**src/rtl/btb_branch_predictor_if.sv**
```systemverilog
// Fetch/MEM-side bundle for the BTB predictor: lookup request and prediction,
// resolved-branch update, and the history/statistics taps.
interface btb_branch_predictor_if #(
  parameter int ADDR_W    = 32,
  parameter int GHR_OUT_W = 1,
  parameter int STAT_W    = 16
);
  logic [ADDR_W-1:0]    fetch_pc;
  logic                 pred_hit;
  logic                 pred_taken;
  logic [ADDR_W-1:0]    pred_target;
  logic                 upd_valid;
  logic [ADDR_W-1:0]    upd_pc;
  logic                 upd_taken;
  logic [ADDR_W-1:0]    upd_target;
  logic                 upd_mispredict;
  logic [GHR_OUT_W-1:0] ghr;
  logic [STAT_W-1:0]    branch_count;
  logic [STAT_W-1:0]    mispredict_count;

  modport master (
    output fetch_pc, upd_valid, upd_pc, upd_taken, upd_target, upd_mispredict,
    input  pred_hit, pred_taken, pred_target, ghr, branch_count, mispredict_count
  );

  modport slave (
    input  fetch_pc, upd_valid, upd_pc, upd_taken, upd_target, upd_mispredict,
    output pred_hit, pred_taken, pred_target, ghr, branch_count, mispredict_count
  );
endinterface

```
**src/rtl/btb_branch_predictor.sv**
```systemverilog
// Direct-mapped BTB with per-entry saturating counters and optional gshare
// indexing; zero-latency lookup, update on the resolving edge.
module btb_branch_predictor #(
  parameter int ADDR_W  = 32,
  parameter int ENTRIES = 16,
  parameter int CNT_W   = 2,
  parameter int GHR_W   = 0,
  parameter int STAT_W  = 16
) (
  input  logic clk,
  input  logic rst,
  btb_branch_predictor_if.slave bus
);
  localparam int IDX_W     = $clog2(ENTRIES);
  localparam int TAG_W     = ADDR_W - IDX_W - 2;
  localparam int GHR_OUT_W = (GHR_W > 0) ? GHR_W : 1;
  localparam logic [CNT_W-1:0] CNT_WNT = CNT_W'((1 << (CNT_W - 1)) - 1);
  localparam logic [CNT_W-1:0] CNT_WT  = CNT_W'(1 << (CNT_W - 1));
  localparam logic [CNT_W-1:0] CNT_MAX = '1;

  if ((ENTRIES < 2) || ((ENTRIES & (ENTRIES - 1)) != 0)) begin : g_bad_entries
    $error("btb_branch_predictor: ENTRIES must be a power of two >= 2");
  end
  if ((GHR_W < 0) || (GHR_W > IDX_W)) begin : g_bad_ghr
    $error("btb_branch_predictor: GHR_W must be in 0..IDX_W");
  end
  if (CNT_W < 1) begin : g_bad_cnt
    $error("btb_branch_predictor: CNT_W must be >= 1");
  end

  logic                 valid_all  [ENTRIES];
  logic [TAG_W-1:0]     tag_all    [ENTRIES];
  logic [ADDR_W-1:0]    target_all [ENTRIES];
  logic [CNT_W-1:0]     cnt_all    [ENTRIES];

  logic [GHR_OUT_W-1:0] ghr_q;
  logic [IDX_W-1:0]     ghr_idx;
  logic [STAT_W-1:0]    branch_count_q;
  logic [STAT_W-1:0]    mispredict_count_q;

  if (GHR_W > 0) begin : g_ghr_idx
    assign ghr_idx = IDX_W'(ghr_q);
  end else begin : g_no_ghr_idx
    assign ghr_idx = '0;
  end

  // Lookup path
  logic [IDX_W-1:0] fetch_idx;
  logic [TAG_W-1:0] fetch_tag;
  logic             lookup_hit;
  logic             lookup_taken;

  assign fetch_idx    = bus.fetch_pc[IDX_W+1:2] ^ ghr_idx;
  assign fetch_tag    = bus.fetch_pc[ADDR_W-1:IDX_W+2];
  assign lookup_hit   = valid_all[fetch_idx] && (tag_all[fetch_idx] == fetch_tag);
  assign lookup_taken = lookup_hit && cnt_all[fetch_idx][CNT_W-1];

  assign bus.pred_hit    = lookup_hit;
  assign bus.pred_taken  = lookup_taken;
  assign bus.pred_target = lookup_taken ? target_all[fetch_idx]
                                        : bus.fetch_pc + ADDR_W'(4);

  // Update path, indexed with the history as it stood before this edge
  logic [IDX_W-1:0] upd_idx;
  logic [TAG_W-1:0] upd_tag;
  logic             upd_hit;
  logic [CNT_W-1:0] cnt_upd_d;

  assign upd_idx = bus.upd_pc[IDX_W+1:2] ^ ghr_idx;
  assign upd_tag = bus.upd_pc[ADDR_W-1:IDX_W+2];
  assign upd_hit = valid_all[upd_idx] && (tag_all[upd_idx] == upd_tag);

  always_comb begin
    cnt_upd_d = cnt_all[upd_idx];
    if (bus.upd_taken) begin
      if (cnt_all[upd_idx] != CNT_MAX) cnt_upd_d = cnt_all[upd_idx] + CNT_W'(1);
    end else begin
      if (cnt_all[upd_idx] != '0) cnt_upd_d = cnt_all[upd_idx] - CNT_W'(1);
    end
  end

  for (genvar gi = 0; gi < ENTRIES; gi++) begin : g_entry
    logic              valid_q;
    logic [TAG_W-1:0]  tag_q;
    logic [ADDR_W-1:0] target_q;
    logic [CNT_W-1:0]  cnt_q;
    logic              entry_we;

    assign entry_we = bus.upd_valid && (upd_idx == IDX_W'(gi));

    always_ff @(posedge clk or posedge rst) begin
      if (rst) begin
        valid_q  <= 1'b0;
        tag_q    <= '0;
        target_q <= '0;
        cnt_q    <= CNT_WNT;
      end else if (entry_we) begin
        if (upd_hit) begin
          cnt_q <= cnt_upd_d;
          if (bus.upd_taken) target_q <= bus.upd_target;
        end else if (bus.upd_taken) begin
          // A taken miss claims the slot, evicting any alias
          valid_q  <= 1'b1;
          tag_q    <= upd_tag;
          target_q <= bus.upd_target;
          cnt_q    <= CNT_WT;
        end
      end
    end

    assign valid_all[gi]  = valid_q;
    assign tag_all[gi]    = tag_q;
    assign target_all[gi] = target_q;
    assign cnt_all[gi]    = cnt_q;
  end

  // Non-speculative history: shifts only on resolved branches
  if (GHR_W > 1) begin : g_ghr_shift
    always_ff @(posedge clk or posedge rst) begin
      if (rst)                ghr_q <= '0;
      else if (bus.upd_valid) ghr_q <= {ghr_q[GHR_W-2:0], bus.upd_taken};
    end
  end else if (GHR_W == 1) begin : g_ghr_bit
    always_ff @(posedge clk or posedge rst) begin
      if (rst)                ghr_q <= '0;
      else if (bus.upd_valid) ghr_q <= bus.upd_taken;
    end
  end else begin : g_ghr_none
    assign ghr_q = '0;
  end

  always_ff @(posedge clk or posedge rst) begin
    if (rst) begin
      branch_count_q     <= '0;
      mispredict_count_q <= '0;
    end else if (bus.upd_valid) begin
      if (branch_count_q != '1) branch_count_q <= branch_count_q + STAT_W'(1);
      if (bus.upd_mispredict && (mispredict_count_q != '1))
        mispredict_count_q <= mispredict_count_q + STAT_W'(1);
    end
  end

  assign bus.ghr              = ghr_q;
  assign bus.branch_count     = branch_count_q;
  assign bus.mispredict_count = mispredict_count_q;

  logic unused_pc_bits;
  assign unused_pc_bits = &{1'b0, bus.fetch_pc[1:0], bus.upd_pc[1:0]};
endmodule

```
**src/flat_wrapper.sv**
```systemverilog
// flat-port wrapper written by rule: the top's interface ports become plain ports
module btb_branch_predictor_flat 
#(
  parameter int ADDR_W  = 32,
  parameter int ENTRIES = 16,
  parameter int CNT_W   = 2,
  parameter int GHR_W   = 0,
  parameter int STAT_W  = 16
)
  (clk, rst, bus_fetch_pc, bus_upd_valid, bus_upd_pc, bus_upd_taken, bus_upd_target, bus_upd_mispredict, bus_pred_hit, bus_pred_taken, bus_pred_target, bus_ghr, bus_branch_count, bus_mispredict_count);
  btb_branch_predictor_if #(.ADDR_W(ADDR_W), .GHR_OUT_W(1), .STAT_W(STAT_W)) bus_i ();
  input  logic clk;
  input  logic rst;
  input wire logic [$bits(bus_i.fetch_pc)-1:0] bus_fetch_pc;
  input wire logic [$bits(bus_i.upd_valid)-1:0] bus_upd_valid;
  input wire logic [$bits(bus_i.upd_pc)-1:0] bus_upd_pc;
  input wire logic [$bits(bus_i.upd_taken)-1:0] bus_upd_taken;
  input wire logic [$bits(bus_i.upd_target)-1:0] bus_upd_target;
  input wire logic [$bits(bus_i.upd_mispredict)-1:0] bus_upd_mispredict;
  output wire logic [$bits(bus_i.pred_hit)-1:0] bus_pred_hit;
  output wire logic [$bits(bus_i.pred_taken)-1:0] bus_pred_taken;
  output wire logic [$bits(bus_i.pred_target)-1:0] bus_pred_target;
  output wire logic [$bits(bus_i.ghr)-1:0] bus_ghr;
  output wire logic [$bits(bus_i.branch_count)-1:0] bus_branch_count;
  output wire logic [$bits(bus_i.mispredict_count)-1:0] bus_mispredict_count;
  assign bus_i.fetch_pc = bus_fetch_pc;
  assign bus_i.upd_valid = bus_upd_valid;
  assign bus_i.upd_pc = bus_upd_pc;
  assign bus_i.upd_taken = bus_upd_taken;
  assign bus_i.upd_target = bus_upd_target;
  assign bus_i.upd_mispredict = bus_upd_mispredict;
  assign bus_pred_hit = bus_i.pred_hit;
  assign bus_pred_taken = bus_i.pred_taken;
  assign bus_pred_target = bus_i.pred_target;
  assign bus_ghr = bus_i.ghr;
  assign bus_branch_count = bus_i.branch_count;
  assign bus_mispredict_count = bus_i.mispredict_count;
  btb_branch_predictor #(.ADDR_W(ADDR_W), .ENTRIES(ENTRIES), .CNT_W(CNT_W), .GHR_W(GHR_W), .STAT_W(STAT_W)) u_core (.clk(clk), .rst(rst), .bus(bus_i));
endmodule
```
**config.mk**
```make
export PLATFORM = sky130hd
export DESIGN_NAME = btb_branch_predictor_flat
export DESIGN_NICKNAME = d
export VERILOG_FILES = /design/src/rtl/btb_branch_predictor_if.sv /design/src/rtl/btb_branch_predictor.sv /design/src/flat_wrapper.sv
export SDC_FILE = /design/constraint.sdc
export NUM_CORES = 2
export LEC_CHECK = 0
export ABC_CLOCK_PERIOD_IN_PS = 74000
export BUFFER_PORTS_ARGS = -buffer_cell sky130_fd_sc_hd__buf_2
export CAP_MARGIN = 20
export CORE_UTILIZATION = 65
export CTS_BUF_LIST = sky130_fd_sc_hd__clkbuf_4 sky130_fd_sc_hd__clkbuf_8 sky130_fd_sc_hd__clkbuf_16
export CTS_CLUSTER_DIAMETER = 80
export DETAILED_ROUTE_END_ITERATION = 6
export GPL_ROUTABILITY_DRIVEN = 0
export HOLD_SLACK_MARGIN = 0.12
export PLACE_DENSITY = 0.83
export RECOVER_POWER = 50
export REMOVE_ABC_BUFFERS = 1
export SLEW_MARGIN = 10
export SYNTH_ARGS = -nofsm -noshare
export SYNTH_HDL_FRONTEND = slang
export SYNTH_SLANG_ARGS = --single-unit
export TNS_END_PERCENT = 20
```
**constraint.sdc**
```tcl
create_clock -name clk -period 74 [get_ports clk]
set_input_delay 3.7 -clock clk [delete_from_list [all_inputs] [get_ports clk]]
set_output_delay 3.7 -clock clk [all_outputs]
set_load 0.01 [all_outputs]
```
After elaboration in Yosys (flattened, before gate mapping). Index checks and enable logic that the tools add are counted. W data, S select, Z words.

Register bits after elaboration: 1008. Input port bits: 101. Word-level logic and storage cells: 196.

Add/subtract/negate cells: 5. $lt $le $gt $ge: 2. Equal/unequal tests: 20. Multiplexer cells: 27. Bitwise gates (word level): 3. Reductions and logical operators: 73.

Operator list (count): $bmux W26 S4 (2); $bmux W32 S4 (1); $mux W26 (4); $mux W32 (3); $reduce_and A2 Y1 (34); $eq A26 B26 Y1 (2); $reduce_and A3 Y1 (16); $add A16 B1 Y16 const B (2); $add A32 B3 Y32 const B (1); $eq A4 B4 Y1 const B (8); $ne A16 B16 Y1 const B (2); $logic_and A1 B1 Y1 (20); $mux W2 (9); $bmux W2 S4 (2); $eq A4 B3 Y1 const B (4); $ge A5 B5 Y1 const B (2); $not A4 Y5 (2); $bmux W1 S4 (2); $eq A4 B2 Y1 const B (2); $eq A4 B1 Y1 const B (1); $logic_not A4 Y1 (1); $mux W1 (4); $reduce_bool A2 Y1 (2); $add A2 B1 Y2 const B (1); 3 further kinds (3).

Depth between registers and ports, before layout.
Word-level depth: 8. Gate-level depth with buffers: 15.

Least setup slack after synthesis. Ideal clock, no wire load.

Path kind: in2out. Start point: in bus_fetch_pc[2]. End point: out bus_pred_target[0]. Arrival time: 6.850 ns. Data required time: 70.300 ns. Slack: 63.450 ns. Cell stages on the path: 10. Path buffers: 7. Cell sequence: buf_2 -> buf_4 -> buf_4 -> buf_2 -> buf_4 -> buf_2 -> buf_1 -> mux4_2 -> mux4_2 -> mux2_2.

Longest elaborated chain between the ends: 8. Elaborated cells between the ends (all ways): 17.

Ends and longest elaborated chain: start, declared (RTL line flat_wrapper.sv:14) `input wire logic [$bits(bus_i.fetch_pc)-1:0] bus_fetch_pc;`; $not A4 Y5 (implied by the code) (*) (RTL line btb_branch_predictor.sv:55, btb_branch_predictor.sv:56, btb_branch_predictor.sv:60); $bmux W26 S4 (RTL line btb_branch_predictor.sv:55) `assign lookup_hit = valid_all[fetch_idx] && (tag_all[fetch_idx] == fetch_tag);`; $mux W26 (implied by the code) (2 in a row) (RTL line btb_branch_predictor.sv:55); $eq A26 B26 Y1 (RTL line btb_branch_predictor.sv:55); $logic_and A1 B1 Y1 (RTL line btb_branch_predictor.sv:55); $logic_and A1 B1 Y1 (RTL line btb_branch_predictor.sv:56) `assign lookup_taken = lookup_hit && cnt_all[fetch_idx][CNT_W-1];`; $mux W32 (*) (RTL line btb_branch_predictor.sv:60) `assign bus.pred_target = lookup_taken ? target_all[fetch_idx]`; end, declared (RTL line flat_wrapper.sv:22) `output wire logic [$bits(bus_i.pred_target)-1:0] bus_pred_target;`.

Mark *: on every way between the ends. The rest lies on a longest branch, timed or not. The select of a mux whose other input is x is not followed.

==> metrics.csv <==
metric,value,unit
clkPwrFrac,0.347,
p_comb_frac,0.197,
synth_top_area_frac,0.475,
cts.sinks,1008,
die_area,81600,µm²
wl,142000,µm
whs,471,ps
path_cells,"buf_2, clkinvlp_2, clkbuf_1",
p_int,1.18,mW
antenna_left,0,
cts_setup_buffers,0,
ios,168,
core_area,79300,µm²
p_seq_frac,0.457,
final_max_slew_viol_count,1172,
synthTopCellsByArea,"dfrtp_1 (47%), mux2_2 (17%), mux4_2 (16%)",
grt-ovfl-total,0,
synthArstFlopShare,1.00,
syn_inst,3404,
die_h,286,µm
status,"complete, but fails checks",
synth_commonest_cells,"dfrtp_1 (992), mux2_2 (769), mux4_2 (369), mux2_4 (190), clkbuf_1 (134)",
rows,103,
h-tree-depth,3,
hold_depth,2,
dr_total_vias,32500,
reg2reg_from,u_core.g_entry[4].tag_q[2]$_DFFE_PP0P_,
utilization,0.721,
synth_seq_area_share,0.483,
grt_max_degree,208,
worstHoldEndpoint,u_core.g_entry[4].cnt_q[0]$_DFFE_PP1P_,
power_density,28.2,nW/µm²
path_max_fanout,207,
synth_edf_count,0,
fin_nets,3545,
critPathRequiredTime,72180,ps
pre_cts_ws,61780,ps
crit_family,buffers and inverters,
violations,"capacitance limit, slew limit",
hold_path.class,flop to flop,
fillers,4834,
cts_buffers,105,
hold_viol,0,
crit_arrival,14510,ps
layout_setup_ws,57660,ps
yosys.area.top_type,dfrtp_1,
p_sw_frac,0.268,
cp.buffers_inverters,3,
reg2reg_slack,69360,ps
drt_pass1_iterations,7,
clk_latency,690,ps
setup_tns,0,ps
peakVddDrop,0.0253,mV
worstMarginPinSlew,10310,ps
portBuffers,164,
period_share,0.221,
drt-initial-drc-count,3558,
hold_path.startpoint,u_core.g_entry[4].cnt_q[0]$_DFFE_PP1P_,
ys.flop_type,dfrtp_1,
antenna_found_initial,21,
clk_pin_slew,60,ps
grt_setup_unrepaired,false,
cts-root-buf,clkbuf_16,
power_leakage,25.3,nW
r2r_end,u_core.g_entry[12].tag_q[11]$_DFFE_PP0P_,
ys_warn_count,0,
die_x,286,µm
avgViaCountPerCell,7.08,
end_kind,async pin,
layout-drive-gt1-share,0.499,
cp_slowest_cell,clkbuf_1,
synth.most_common_cell,dfrtp_1,
p_sw,0.432,mW
wire_per_inst,31.0,µm
cp-start-kind,input port,
ys_ff_latch,1008,
cts_resized,0,
syn_area,52300,µm²
max-clock-path-buffers,3,
grt_pass1_wl,217000,µm
synth_cell_types,83,
cts_tree,done,
maxSlewHeadroom,-5.87,
slowest_delay,7270,ps
holdBufCountCts,0,
finalClockSkew,19.4,ps
setup_violations,0,
timing.fmax,0.0612,GHz
avgSynthCellArea,15.4,µm²
place_hpwl,84300,µm
worst_r2r_path_depth,9,
crit_type,input port to async pin,
grtUsageTotal,0.356,
max-cap-violations,19,
layout_min_cycle_time,16340,ps
start_util,0.660,
remaining_drc_errors,0,
area_growth,9.32,%
grt_pass1_vias,34700,
[cell usage in the layout, fill, tap and decap left out, drive strengths merged, types with 7 or more instances in the layout]
cell,instances
or2,19
mux4,370
a22o,9
xnor2,72
o21ai,11
nand2b,10
dfrtp,992
xor2,40
nor2b,12
a221oi,7
clkinv,24
o22ai,34
dfstp,16
clkbuf,218
nor2,33
a211oi,20
nand2,65
a2111oi,7
buf,178
bufinv,8
a22oi,11
diode,12
mux2,978
a21oi,28
nor3,11
nand3,45
o22a,15
mux2i,123
and3,12
nand4,22
inv,48
[area by class of cell]
class                           instances  area, µm²  share of cell area
Antenna cell                           12       30.0            0.000525
Clock buffer                          160       3250              0.0569
Multi-Input combinational cell       2042      25400               0.444
Clock inverter                         36        494             0.00865
Sequential cell                      1008      25200               0.442
Inverter                               48        184             0.00322
Timing Repair Buffer                  236       1280              0.0225
Tap cell                             1050       1310              0.0230
[sequential cells by signal (all words and copies together), names as in the netlist]
register	count
u_core.g_entry.target_q	512
u_core.g_entry.tag_q	416
u_core.bus.branch_count	16
u_core.g_entry.valid_q	16
u_core.g_entry.cnt_q	32
u_core.bus.mispredict_count	16
[kinds of logic (layout without fill, tap and decap cells)]
| kind of cell | count (synthesis) | count (layout) | share of synthesized area |
|---|---|---|---|
| buffers and inverters | 354 | 480 | 0.0337 |
| AO/OA/AOI/OAI | 191 | 191 | 0.0300 |
| AND/OR/NAND/NOR | 262 | 262 | 0.0264 |
| multiplexers | 1471 | 1471 | 0.407 |
| adder cells (fa/ha/maj) | 5 | 5 | 0.00110 |
| other | 1 | 13 | 0.0000717 |
| XOR/XNOR | 112 | 112 | 0.0188 |
| flip-flops | 1008 | 1008 | 0.483 |
[per-stage QoR]
| step | instance area [µm²] | instances | total power, mW |
|---|---|---|---|
| final | 57200 | 4592 | 1.61 |
| after global routing | 57100 | 4585 | 1.67 |
| after CTS | 57200 | 4575 | 1.61 |
| after detailed placement | 53500 | 4379 | 1.05 |
| after global placement | 53500 | 4379 | 1.02 |
| after floorplan | 50700 | 3098 | 0.950 |
[worst max-delay path by stage]
stage | from | end | slack, ps | cells after the start
after floorplan | rst | u_core.bus.branch_count[0]$_DFFE_PP0P_ | 41960 | 1
after global placement | bus_fetch_pc[3] | bus_pred_target[20] | 61870 | 12
after detailed placement | bus_fetch_pc[3] | bus_pred_target[20] | 61780 | 12
after CTS | bus_fetch_pc[3] | bus_pred_target[20] | 61720 | 12
after global routing | rst | u_core.g_entry[0].target_q[22]$_DFFE_PP0P_ | 54870 | 3
final | rst | u_core.g_entry[0].target_q[22]$_DFFE_PP0P_ | 57660 | 3
[power groups by stage]
| stage | Clock, mW | Sequential [mW] | Combinational [mW] |
|---|---|---|---|
| floorplan | 0 | 0.717 | 0.233 |
| global placement | 0 | 0.725 | 0.299 |
| detailed placement | 0 | 0.740 | 0.313 |
| CTS | 0.564 | 0.732 | 0.317 |
| global route | 0.587 | 0.747 | 0.337 |
| finish | 0.559 | 0.736 | 0.317 |
[per-layer routing]
| layer | GRT usage | part of all wire | vias to the layer above |
|---|---|---|---|
| li1 | - | - | 13000 |
| met1 | 0.475 | 0.38 | 17400 |
| met2 | 0.548 | 0.47 | 1688 |
| met3 | 0.0985 | 0.10 | 421 |
| met4 | 0.168 | 0.046 | 28 |
| met5 | 0 | 0.0014 | - |
[worst min-delay path, delay by kind of cell, from the launching register on]
family                 cells  cell delay [ps]
buffers and inverters      1               40
DFF                        1              370
AOI/OAI and AO/OA          1               50
Power figures use the tool's default switching activity.
